**config.mk**
```make
export PLATFORM = sky130hd
export DESIGN_NAME = collision_scheduler
export DESIGN_NICKNAME = d
export VERILOG_FILES = /design/src/rtl/physics_pkg.sv /design/src/rtl/pair_iterator.sv /design/src/rtl/collision_scheduler.sv
export SDC_FILE = /design/constraint.sdc
export NUM_CORES = 1
export LEC_CHECK = 0
export CAP_MARGIN = 20
export CORE_AREA = 2 2 335 337
export DETAILED_ROUTE_END_ITERATION = 6
export DIE_AREA = 0 0 337 339
export PLACE_DENSITY = 0.47
export REMOVE_ABC_BUFFERS = 1
export SLEW_MARGIN = 20
export SYNTH_ARGS = -nofsm -noshare
export SYNTH_HDL_FRONTEND = slang
export SYNTH_SLANG_ARGS = --single-unit
export TNS_END_PERCENT = 5
```
**constraint.sdc**
```tcl
create_clock -name Clk -period 2.3 [get_ports Clk]
set_clock_uncertainty 0.05 [all_clocks]
set_input_delay 0.46 -clock Clk [delete_from_list [all_inputs] [get_ports Clk]]
set_output_delay 0.46 -clock Clk [all_outputs]
set_load 0.01 [all_outputs]
```
**src/rtl/physics_pkg.sv**
```systemverilog
// Shared physics types: oriented bounding boxes, contacts,
// and the scheduler state encoding.
package physics_pkg;

  typedef struct packed {
    logic signed [21:0] pos_x;
    logic signed [21:0] pos_y;
    logic signed [15:0] u_x;
    logic signed [15:0] u_y;
    logic signed [15:0] v_x;
    logic signed [15:0] v_y;
    logic        [23:0] half_w;
    logic        [23:0] half_h;
  } obb_t;

  typedef struct packed {
    logic signed [15:0] nrm_x;
    logic signed [15:0] nrm_y;
    logic signed [21:0] loc_x;
    logic signed [21:0] loc_y;
    logic        [23:0] pen;
  } contact_t;

  typedef logic [2:0] state_t;

  localparam logic [2:0] ST_IDLE  = 3'd0;
  localparam logic [2:0] ST_FETCH = 3'd1;
  localparam logic [2:0] ST_LATCH = 3'd2;
  localparam logic [2:0] ST_EVAL  = 3'd3;
  localparam logic [2:0] ST_EMIT  = 3'd4;
  localparam logic [2:0] ST_DONE  = 3'd5;

  function automatic int unsigned pair_count(
    input int unsigned n
  );
    return (n * (n - 1)) / 2;
  endfunction

endpackage

```
**src/rtl/pair_iterator.sv**
```systemverilog
// Walks unordered pairs (i<j) in lexicographic order,
// wrapping back to (0,1) after the last pair.
module pair_iterator #(
  parameter int N_BODIES = 8,
  parameter int IDX_W    = 3
) (
  input  logic             Clk,
  input  logic             Reset,
  input  logic             advance,
  input  logic             clear,
  output logic [IDX_W-1:0] i,
  output logic [IDX_W-1:0] j,
  output logic             last
);

  localparam logic [IDX_W-1:0] LastJ = IDX_W'(N_BODIES - 1);
  localparam logic [IDX_W-1:0] LastI = IDX_W'(N_BODIES - 2);

  logic [IDX_W-1:0] i_q, i_d;
  logic [IDX_W-1:0] j_q, j_d;

  assign last = (i_q == LastI) && (j_q == LastJ);
  assign i    = i_q;
  assign j    = j_q;

  always_comb begin
    i_d = i_q;
    j_d = j_q;
    if (clear || (advance && last)) begin
      i_d = '0;
      j_d = IDX_W'(1);
    end else if (advance) begin
      if (j_q == LastJ) begin
        i_d = i_q + IDX_W'(1);
        j_d = i_q + IDX_W'(2);
      end else begin
        j_d = j_q + IDX_W'(1);
      end
    end
  end

  always_ff @(posedge Clk) begin
    if (Reset) begin
      i_q <= '0;
      j_q <= IDX_W'(1);
    end else begin
      i_q <= i_d;
      j_q <= j_d;
    end
  end

endmodule

```
**src/rtl/collision_scheduler.sv**
```systemverilog
// Sweeps all body pairs through an external detector and
// streams colliding contacts to the resolver.
module collision_scheduler
  import physics_pkg::*;
#(
  parameter int N_BODIES = 8,
  parameter int IDX_W    = 3
) (
  input  logic                Clk,
  input  logic                Reset,
  input  logic                start,
  input  logic [N_BODIES-1:0] body_active,
  output logic                busy,
  output logic                done,
  output logic [IDX_W-1:0]    rd_addr_a,
  output logic [IDX_W-1:0]    rd_addr_b,
  input  obb_t                rd_obb_a,
  input  obb_t                rd_obb_b,
  output obb_t                det_obb1,
  output obb_t                det_obb2,
  input  logic                det_is_collision,
  input  contact_t            det_contact,
  output logic                contact_valid,
  input  logic                contact_ready,
  output contact_t            contact,
  output logic [IDX_W-1:0]    contact_idx_a,
  output logic [IDX_W-1:0]    contact_idx_b,
  output logic [7:0]          contact_count
);

  state_t              state_q, state_d;
  logic [N_BODIES-1:0] active_q;
  obb_t                obb1_q, obb2_q;
  contact_t            contact_q;
  logic [IDX_W-1:0]    idx_a_q, idx_b_q;
  logic [7:0]          count_q, count_d;

  logic             adv, clr, last;
  logic [IDX_W-1:0] pi, pj;

  pair_iterator #(
    .N_BODIES(N_BODIES),
    .IDX_W   (IDX_W)
  ) u_iter (
    .Clk    (Clk),
    .Reset  (Reset),
    .advance(adv),
    .clear  (clr),
    .i      (pi),
    .j      (pj),
    .last   (last)
  );

  always_comb begin
    state_d = state_q;
    count_d = count_q;
    adv     = 1'b0;
    clr     = 1'b0;
    unique case (state_q)
      ST_IDLE: begin
        if (start) begin
          clr     = 1'b1;
          count_d = '0;
          state_d = ST_FETCH;
        end
      end
      ST_FETCH: begin
        if (active_q[pi] && active_q[pj]) begin
          state_d = ST_LATCH;
        end else begin
          adv     = 1'b1;
          state_d = last ? ST_DONE : ST_FETCH;
        end
      end
      ST_LATCH: state_d = ST_EVAL;
      ST_EVAL: begin
        if (det_is_collision) begin
          state_d = ST_EMIT;
        end else begin
          adv     = 1'b1;
          state_d = last ? ST_DONE : ST_FETCH;
        end
      end
      ST_EMIT: begin
        if (contact_ready) begin
          adv     = 1'b1;
          state_d = last ? ST_DONE : ST_FETCH;
          if (count_q != 8'hFF) count_d = count_q + 8'd1;
        end
      end
      ST_DONE: state_d = ST_IDLE;
      default: state_d = ST_IDLE;
    endcase
  end

  always_ff @(posedge Clk) begin
    if (Reset) begin
      state_q   <= ST_IDLE;
      active_q  <= '0;
      obb1_q    <= '0;
      obb2_q    <= '0;
      contact_q <= '0;
      idx_a_q   <= '0;
      idx_b_q   <= '0;
      count_q   <= '0;
    end else begin
      state_q <= state_d;
      count_q <= count_d;
      if (state_q == ST_IDLE && start) active_q <= body_active;
      if (state_q == ST_LATCH) begin
        obb1_q <= rd_obb_a;
        obb2_q <= rd_obb_b;
      end
      // Holding regs keep the contact stable through backpressure
      if (state_q == ST_EVAL) begin
        contact_q <= det_contact;
        idx_a_q   <= pi;
        idx_b_q   <= pj;
      end
    end
  end

  assign busy          = (state_q != ST_IDLE);
  assign done          = (state_q == ST_DONE);
  assign contact_valid = (state_q == ST_EMIT);
  assign rd_addr_a     = pi;
  assign rd_addr_b     = pj;
  assign det_obb1      = obb1_q;
  assign det_obb2      = obb2_q;
  assign contact       = contact_q;
  assign contact_idx_a = idx_a_q;
  assign contact_idx_b = idx_b_q;
  assign contact_count = count_q;

endmodule

```
==> impl_metrics.py, run 1 <==
metrics = {
    "drt": {
        "post_detailed_route_via_to_cell_ratio": 3.713,
        "vias": 16140,
        "avgRoutedWirePerCell_um": 16.45,
        "drt.antenna.violating_nets": 0,
        "post-route-drc-count": 0,
        "drt_iter0_drc": 628,
        "detailedRoute.firstPassIterationCount": 4,
        "routed_wirelength_mm": 71.52,
    },
    "power_and_ir_drop": {
        "total_power_mw": 17.20,
        "intPower_mw": 13.39,
        "total_switching_power_mw": 3.803,
        "relative_contribution_of_sequential_cells_to_total_power_pct": 44.9,
        "combPwrFrac_pct": 6.3,
        "vdd.ir_drop.worst_uv": 456.9,
        "power_density_mw_per_mm2": 615.2,
        "switching_power_share_of_the_total_pct": 22.12,
        "clkPwrFrac_pct": 48.8,
        "static_leakage_nw": 9.091,
    },
    "layout": {
        "flow.area_growth_from_synthesis_pct": 78.60,
        "layout.nets": 3249,
        "layout.core_utilization_pct": 25.33,
        "finish.instance_area_mm2": 0.02796,
        "share_of_final_layout_standard_cells_stronger_than_drive_strength_1_pct": 6.165,
        "final_non_filler_cells": 4348,
    },
    "timing": {
        "fin_crit_sh_pct": 95.72,
        "period_minus_slack_ns": 2.201,
        "number_of_hold_violations_in_the_final_report": 0,
        "tns_setup_ns": 0,
        "grt_setup_unrepaired": "false",
        "actual_slew_at_the_worst_max_slew_pin_ns": 0.7035,
        "holdWs_ns": 0.1563,
        "layout_setup_ws_ns": 0.09853,
        "timing.fmax_ghz": 0.4542,
        "max_slew_margin_pct": 52.60,
        "report.final.slew_viol_count": 0,
        "finalSetupViolCount": 0,
    },
    "yosys": {
        "synth.ff_latch_count": 443,
        "synth_common_cells": "sky130_fd_sc_hd__nand2_1, sky130_fd_sc_hd__dfxtp_1, sky130_fd_sc_hd__a21oi_1, sky130_fd_sc_hd__clkbuf_1, sky130_fd_sc_hd__buf_2",
        "post_synth_inst_count": 1984,
        "synth.area.top_cells": "sky130_fd_sc_hd__dfxtp_1, sky130_fd_sc_hd__nand2_1, sky130_fd_sc_hd__a21oi_1, sky130_fd_sc_hd__clkbuf_1, sky130_fd_sc_hd__buf_2",
        "synth-adder-area-share_pct": 0.3997,
        "synth_simple_gate_area_share_pct": 22.82,
        "distinct_cell_type_count_after_synthesis": 51,
        "synth_top_family_by_area": "simple AND/OR/NAND/NOR gates",
        "syn_area_mm2": 0.01565,
        "post_synthesis_compound_gate_area_fraction_pct": 15.00,
        "synth_sequential_area_ratio_pct": 56.66,
        "synth-xor-area-share_pct": 0.2798,
        "syn-mean-instance-area_um2": 7.889,
        "synth.most_common_cell": "sky130_fd_sc_hd__nand2_1",
        "post-synth-top-area-fraction_pct": 56.66,
        "ys_async_sr_fraction_pct": 0,
        "yosys-mux-area-fraction_pct": 0.8793,
        "synth_enable_flop_cells": 0,
        "ys_dominant_reg_cell": "sky130_fd_sc_hd__dfxtp_1",
        "top_cell_type_by_total_area_after_synthesis": "sky130_fd_sc_hd__dfxtp_1",
        "yosys_warnings": 0,
    },
    "cts": {
        "tritoncts": "yes",
        "clock-root-buffer": "sky130_fd_sc_hd__clkbuf_16",
        "cts_max_path_buffers": 3,
        "clock-sinks": 443,
        "cts_h_tree_lvls": 2,
        "cts-buffers-inserted": 54,
        "clock_insertion_delay_worst_skew_ns": 0.61,
        "clk_pin_slew_ns": 0.06,
    },
    "floorplanning": {
        "start_util_pct": 14.18,
        "core-area_mm2": 0.1104,
        "floorplan.rows": 122,
        "chipHeight_um": 339,
        "design.die.area_mm2": 0.1142,
        "io_pins": 860,
        "floorplan.die.width_um": 337,
    },
    "placement": {
        "numPlacedInstances": 4246,
        "hpwlAfterDp_mm": 52.93,
        "placement.cell_area_mm2": 0.02619,
        "placement.io_buffers": 859,
        "preCtsSetupSlack_ns": -0.02915,
        "routabilityCongestion": 0.7929,
    },
    "worst_hold_path": {
        "cell_depth_of_the_worst_min_delay_path": 2,
        "worstHoldEndpoint": "det_obb1[25]",
        "min_from": "Reset",
        "hp-class": "input pin to flip-flop",
    },
    "setup_path": {
        "worstRegToRegCells": 5,
        "worstSetupPathType": "flip-flop to output port",
        "critical_path.max_fanout": 6,
        "startpoint_of_the_worst_slack_reg_to_reg_timing_path": "u_iter.j[0]",
        "reg2reg_setup_slack_ns": 0.31,
        "crit-reg2reg-capture": "u_iter.i[2]",
        "required_time_of_the_critical_path_ns": 1.79,
        "endpoint_class_of_the_critical_path": "output port",
        "worst_setup_path_start_kind": "flip-flop",
        "timing.critical_path.arrival_ns": 1.69,
    },
    "grt": {
        "first_global_vias": 15780,
        "antenna_found_initial": 7,
        "grt-ovfl-total": 0,
        "pin_count_of_the_biggest_net_entering_global_routing": 116,
        "first_pass_grt_wire_length_mm": 103.5,
        "grt_util_all_layers_pct": 11.88,
    },
    "status": {
        "outcome": "complete, no violations",
    },
    "run": {
        "timing.max_cap.violations": 0,
    },
}
[cell families after synthesis]
logic type,count (synthesis)
xor+xnor,5
flops,443
mux,8
buf+inv,152
simple gates,916
compound gates,455
fa+ha+maj,5
[critical path: stages, from the launching register on]
cell and delay, ns:
sky130_fd_sc_hd__dfxtp_4 0.36, sky130_fd_sc_hd__or3_2 0.47, sky130_fd_sc_hd__clkdlybuf4s15_2 0.25
[registers in the layout, indices dropped and copies added, names as in the netlist]
signal and flops:
active_q 8, contact 100, contact_count 8, contact_idx_a 3, contact_idx_b 3, det_obb1 156, det_obb2 156, state_q 3
u_iter.i 3, u_iter.j 3
[power by group through the flow]
stage,clock [mW],combinational (mW),sequential [mW]
after floorplan,0,0.0990,7.89
after global placement,0,1.10,7.89
after detailed placement,0,1.09,7.89
after CTS,8.78,1.10,7.72
after global routing,9.07,1.16,7.72
final,8.40,1.08,7.72
[final cells by class]
class	instances	area, um^2
clock inverters	10	107.6
clock buffers	82	1600
flip-flops and latches	443	8884
multi-input cells	1389	6190
diodes	5	12.51
well taps	1488	1862
repair buffers	928	9289
inverters	3	11.26
fillers	12100	82410
[repair_timing]
action                                  CTS  global route
hold endpoints to repair                  0             0
pin swaps                                 0             1
hold buffers                              0             0
endpoints found under the setup margin   10             1
resized for setup                        21             2
setup buffers                             0             5
[how the worst max path moves through the flow]
stage	start	endpoint	cells past startpoint
after floorplan	state_q[2]	det_obb1[0]	4
after global placement	contact_ready	u_iter.i[2]	5
after detailed placement	contact_ready	u_iter.i[2]	5
after CTS	state_q[0]	contact_valid	3
after global routing	state_q[1]	contact_valid	3
final	state_q[2]	busy	2
[cells in the final DEF (no fill, tap or decap), types with 10 or more instances in the layout]
cell type / count
sky130_fd_sc_hd__a21oi_1: 432
sky130_fd_sc_hd__buf_12: 14
sky130_fd_sc_hd__buf_4: 55
sky130_fd_sc_hd__clkbuf_1: 17
sky130_fd_sc_hd__clkbuf_16: 57
sky130_fd_sc_hd__clkdlybuf4s50_1: 848
sky130_fd_sc_hd__dfxtp_1: 437
sky130_fd_sc_hd__nand2_1: 859
sky130_fd_sc_hd__nand3_1: 10
sky130_fd_sc_hd__nor2_1: 15
[layer usage]
layer  vias to the layer above  wire length (um)  global-route usage (%)  part of all wire, %
li1                       8104                 -                       -                    -
met1                      7429             28630                   13.50                   40
met2                       530             35500                   20.94                   50
met3                        76              5758                   3.793                  8.1
met4                         4              1605                   3.683                  2.2
met5                         -                27                       0                0.038
No activity file was read; power rests on OpenSTA's default activity.
==> run 2, diff against run 1 <==
SLEW_MARGIN = not set   (was 20)
==> results of run 2 <==
No change in the layout: final DEF, timing and power equal those of run 1.
==> run 3, diff against run 2 <==
CORE_AREA = 2 2 330 332   (was 2 2 335 337)
CTS_BUF_LIST = sky130_fd_sc_hd__clkbuf_8   (was not set)
DIE_AREA = 0 0 332 334   (was 0 0 337 339)
==> run 3 against run 2 <==
- sequential share of layout area is 0.096 points lower
- largest power group unchanged
- combinational power hardly changed
- die area down 2.9%
- register-to-register slack got worse by 0.04 ns
- critical path depth is 1 higher
- flip-flop and latch count did not move
- global-route usage grew 0.60 points
- maximum frequency up 0.38%
- highest routed layer unchanged
- routed wire length up 0.67%
- utilization up 0.67 points
==> impl_metrics.py, run 3 (synthesis results as in run 1) <==
metrics = {
    "setup_path": {
        "path_delay_family": "simple AND/OR/NAND/NOR gates",
        "required_time_of_the_critical_path_ns": 1.79,
        "timing.critical_path.slowest_cell_delay_ns": 0.44,
        "timing.critical_path.arrival_ns": 1.68,
        "endpoint_class_of_the_critical_path": "output port",
        "critical_path.max_fanout": 10,
        "worstSetupPathType": "flip-flop to output port",
        "critical_path.slowest_cell": "sky130_fd_sc_hd__or3b_4",
        "cp_cell_sequence": "or3b_4 -> inv_2 -> buf_6",
        "worstRegToRegCells": 6,
        "worst_setup_path_start_kind": "flip-flop",
        "path_buf_inv": 2,
        "crit-reg2reg-capture": "contact_count[4]",
        "startpoint_of_the_worst_slack_reg_to_reg_timing_path": "state_q[0]",
        "reg2reg_setup_slack_ns": 0.27,
    },
    "floorplanning": {
        "floorplan.rows": 121,
        "io_pins": 860,
        "design.die.area_mm2": 0.1109,
        "start_util_pct": 14.52,
        "floorplan.die.width_um": 332,
        "core-area_mm2": 0.1078,
        "chipHeight_um": 334,
    },
    "layout": {
        "flow.area_growth_from_synthesis_pct": 79.06,
        "layout.nets": 3289,
        "share_of_final_layout_standard_cells_stronger_than_drive_strength_1_pct": 7.834,
        "layout.core_utilization_pct": 26.00,
        "final_cell_mix": "sky130_fd_sc_hd__nand2_1, sky130_fd_sc_hd__clkdlybuf4s50_1, sky130_fd_sc_hd__dfxtp_1",
        "fillerInstances": 11790,
        "layout_commonest_cell": "sky130_fd_sc_hd__nand2_1",
    },
    "drt": {
        "post_detailed_route_via_to_cell_ratio": 3.795,
        "detailedRoute.firstPassIterationCount": 5,
        "vias": 16480,
        "routed_wirelength_mm": 72.00,
        "drt_iter0_drc": 687,
        "drt.antenna.violating_nets": 0,
        "post-route-drc-count": 0,
        "avgRoutedWirePerCell_um": 16.58,
    },
    "grt": {
        "first_pass_grt_wire_length_mm": 105.5,
        "grt-ovfl-total": 0,
        "pin_count_of_the_biggest_net_entering_global_routing": 96,
        "grt_util_all_layers_pct": 12.48,
        "antenna_found_initial": 9,
        "first_global_vias": 16180,
    },
    "cts": {
        "tritoncts": "yes",
        "cts_h_tree_lvls": 3,
        "clock_insertion_delay_worst_skew_ns": 0.69,
        "clk_pin_slew_ns": 0.07,
        "clock-root-buffer": "sky130_fd_sc_hd__clkbuf_8",
        "cts_max_path_buffers": 3,
        "cts-buffers-inserted": 89,
        "clock-sinks": 443,
    },
    "timing": {
        "tns_setup_ns": 0,
        "layout_setup_ws_ns": 0.1069,
        "grt_setup_unrepaired": "true",
        "number_of_hold_violations_in_the_final_report": 0,
        "report.final.slew_viol_count": 0,
        "timing.fmax_ghz": 0.4560,
        "period_minus_slack_ns": 2.193,
        "finalSetupViolCount": 0,
        "fin_crit_sh_pct": 95.35,
        "actual_slew_at_the_worst_max_slew_pin_ns": 0.6800,
        "holdWs_ns": 0.2464,
        "max_slew_margin_pct": 54.19,
    },
    "worst_hold_path": {
        "worstHoldEndpoint": "det_obb2[121]",
        "hp-class": "input pin to flip-flop",
        "min_from": "rd_obb_b[121]",
        "cell_depth_of_the_worst_min_delay_path": 3,
    },
    "placement": {
        "hpwlAfterDp_mm": 53.30,
        "placement.io_buffers": 859,
        "routabilityCongestion": 0.7801,
        "preCtsSetupSlack_ns": -0.01945,
    },
    "power_and_ir_drop": {
        "static_leakage_nw": 9.504,
        "power_density_mw_per_mm2": 602.3,
        "total_power_mw": 16.88,
        "vdd.ir_drop.worst_uv": 330.9,
    },
    "status": {
        "outcome": "complete, no violations",
    },
    "run": {
        "timing.max_cap.violations": 0,
    },
}
-- run 3: cell types whose count changed in the layout (fill, tap and decap cells not counted), moves of 2 or more --
cell                              previous run  this run
sky130_fd_sc_hd__clkinv_2                    5         2
sky130_fd_sc_hd__dlymetal6s2s_1              0         5
sky130_fd_sc_hd__inv_6                       0         5
sky130_fd_sc_hd__clkbuf_2                    0         2
sky130_fd_sc_hd__dlygate4sd2_1               8        21
sky130_fd_sc_hd__clkdlybuf4s50_1           848       827
sky130_fd_sc_hd__buf_4                      55        51
sky130_fd_sc_hd__buf_12                     14        21
sky130_fd_sc_hd__clkbuf_16                  57         0
sky130_fd_sc_hd__clkbuf_8                    8       109
sky130_fd_sc_hd__clkbuf_1                   17         0
sky130_fd_sc_hd__inv_1                       2        36
sky130_fd_sc_hd__buf_6                       0         3
-- run 3: area by class of cell --
type	count	area (um^2)	area share (%)
multi-input combinational	1389	6193	22.10
clock inverter	46	254.0	0.9062
antenna	5	12.51	0.04464
clock buffer	109	1500	5.352
inverter	3	11.26	0.04018
timing repair buffer	933	9408	33.57
sequential	443	8880	31.68
tap	1414	1769	6.312
-- run 3: layer usage --
| layer | part of all wire, % | track usage (%) |
|---|---|---|
| met5 | 0.085 | 0 |
| met4 | 3.0 | 4.333 |
| met3 | 8.9 | 5.248 |
| met2 | 49 | 21.45 |
| met1 | 39 | 13.76 |
-- run 3: worst reg2reg max path: stages (launching register included) --
cell,delay [ns]
sky130_fd_sc_hd__dfxtp_4,0.37
sky130_fd_sc_hd__or3b_4,0.44
sky130_fd_sc_hd__buf_4,0.16
sky130_fd_sc_hd__nor4_4,0.54
sky130_fd_sc_hd__nor3_1,0.13
sky130_fd_sc_hd__xnor2_1,0.16
sky130_fd_sc_hd__nor2_1,0.05
-- run 3: metrics by stage --
| stage | cells | area [um^2] |
|---|---|---|
| floorplan | 1835 | 15040 |
| finish | 4342 | 28030 |
| global route | 4340 | 28020 |
| CTS | 4335 | 27980 |
| detailed placement | 4179 | 26240 |
| global placement | 4179 | 26240 |
-- run 3: timing repair --
item / in CTS / in global routing
endpoints found under the hold margin: 1 / 0
endpoints found under the setup margin: 27 / 10
pin swaps: 1 / 1
buffers inserted: 0 / 2
resized for setup: 40 / 16
hold buffers: 1 / 0
-- run 3: power breakdown --
part | total [mW] | internal (mW) | switching [mW]
Clock | 8.05 | 4.39 | 3.66
Combinational | 1.11 | 0.733 | 0.373
Sequential | 7.72 | 7.70 | 0.0230
-- run 3: how the worst max path moves through the flow --
stage / slack (ns) / startpoint / cells after the start / endpoint
after global routing: -0.05 / state_q[0] / 3 / contact_valid
after floorplan: -3.89 / state_q[2] / 4 / det_obb1[0]
final: 0.11 / state_q[0] / 3 / contact_valid
after CTS: -0.18 / state_q[2] / 3 / busy
after global placement: -0.03 / contact_ready / 5 / u_iter.i[2]
after detailed placement: -0.02 / contact_ready / 5 / u_iter.i[2]
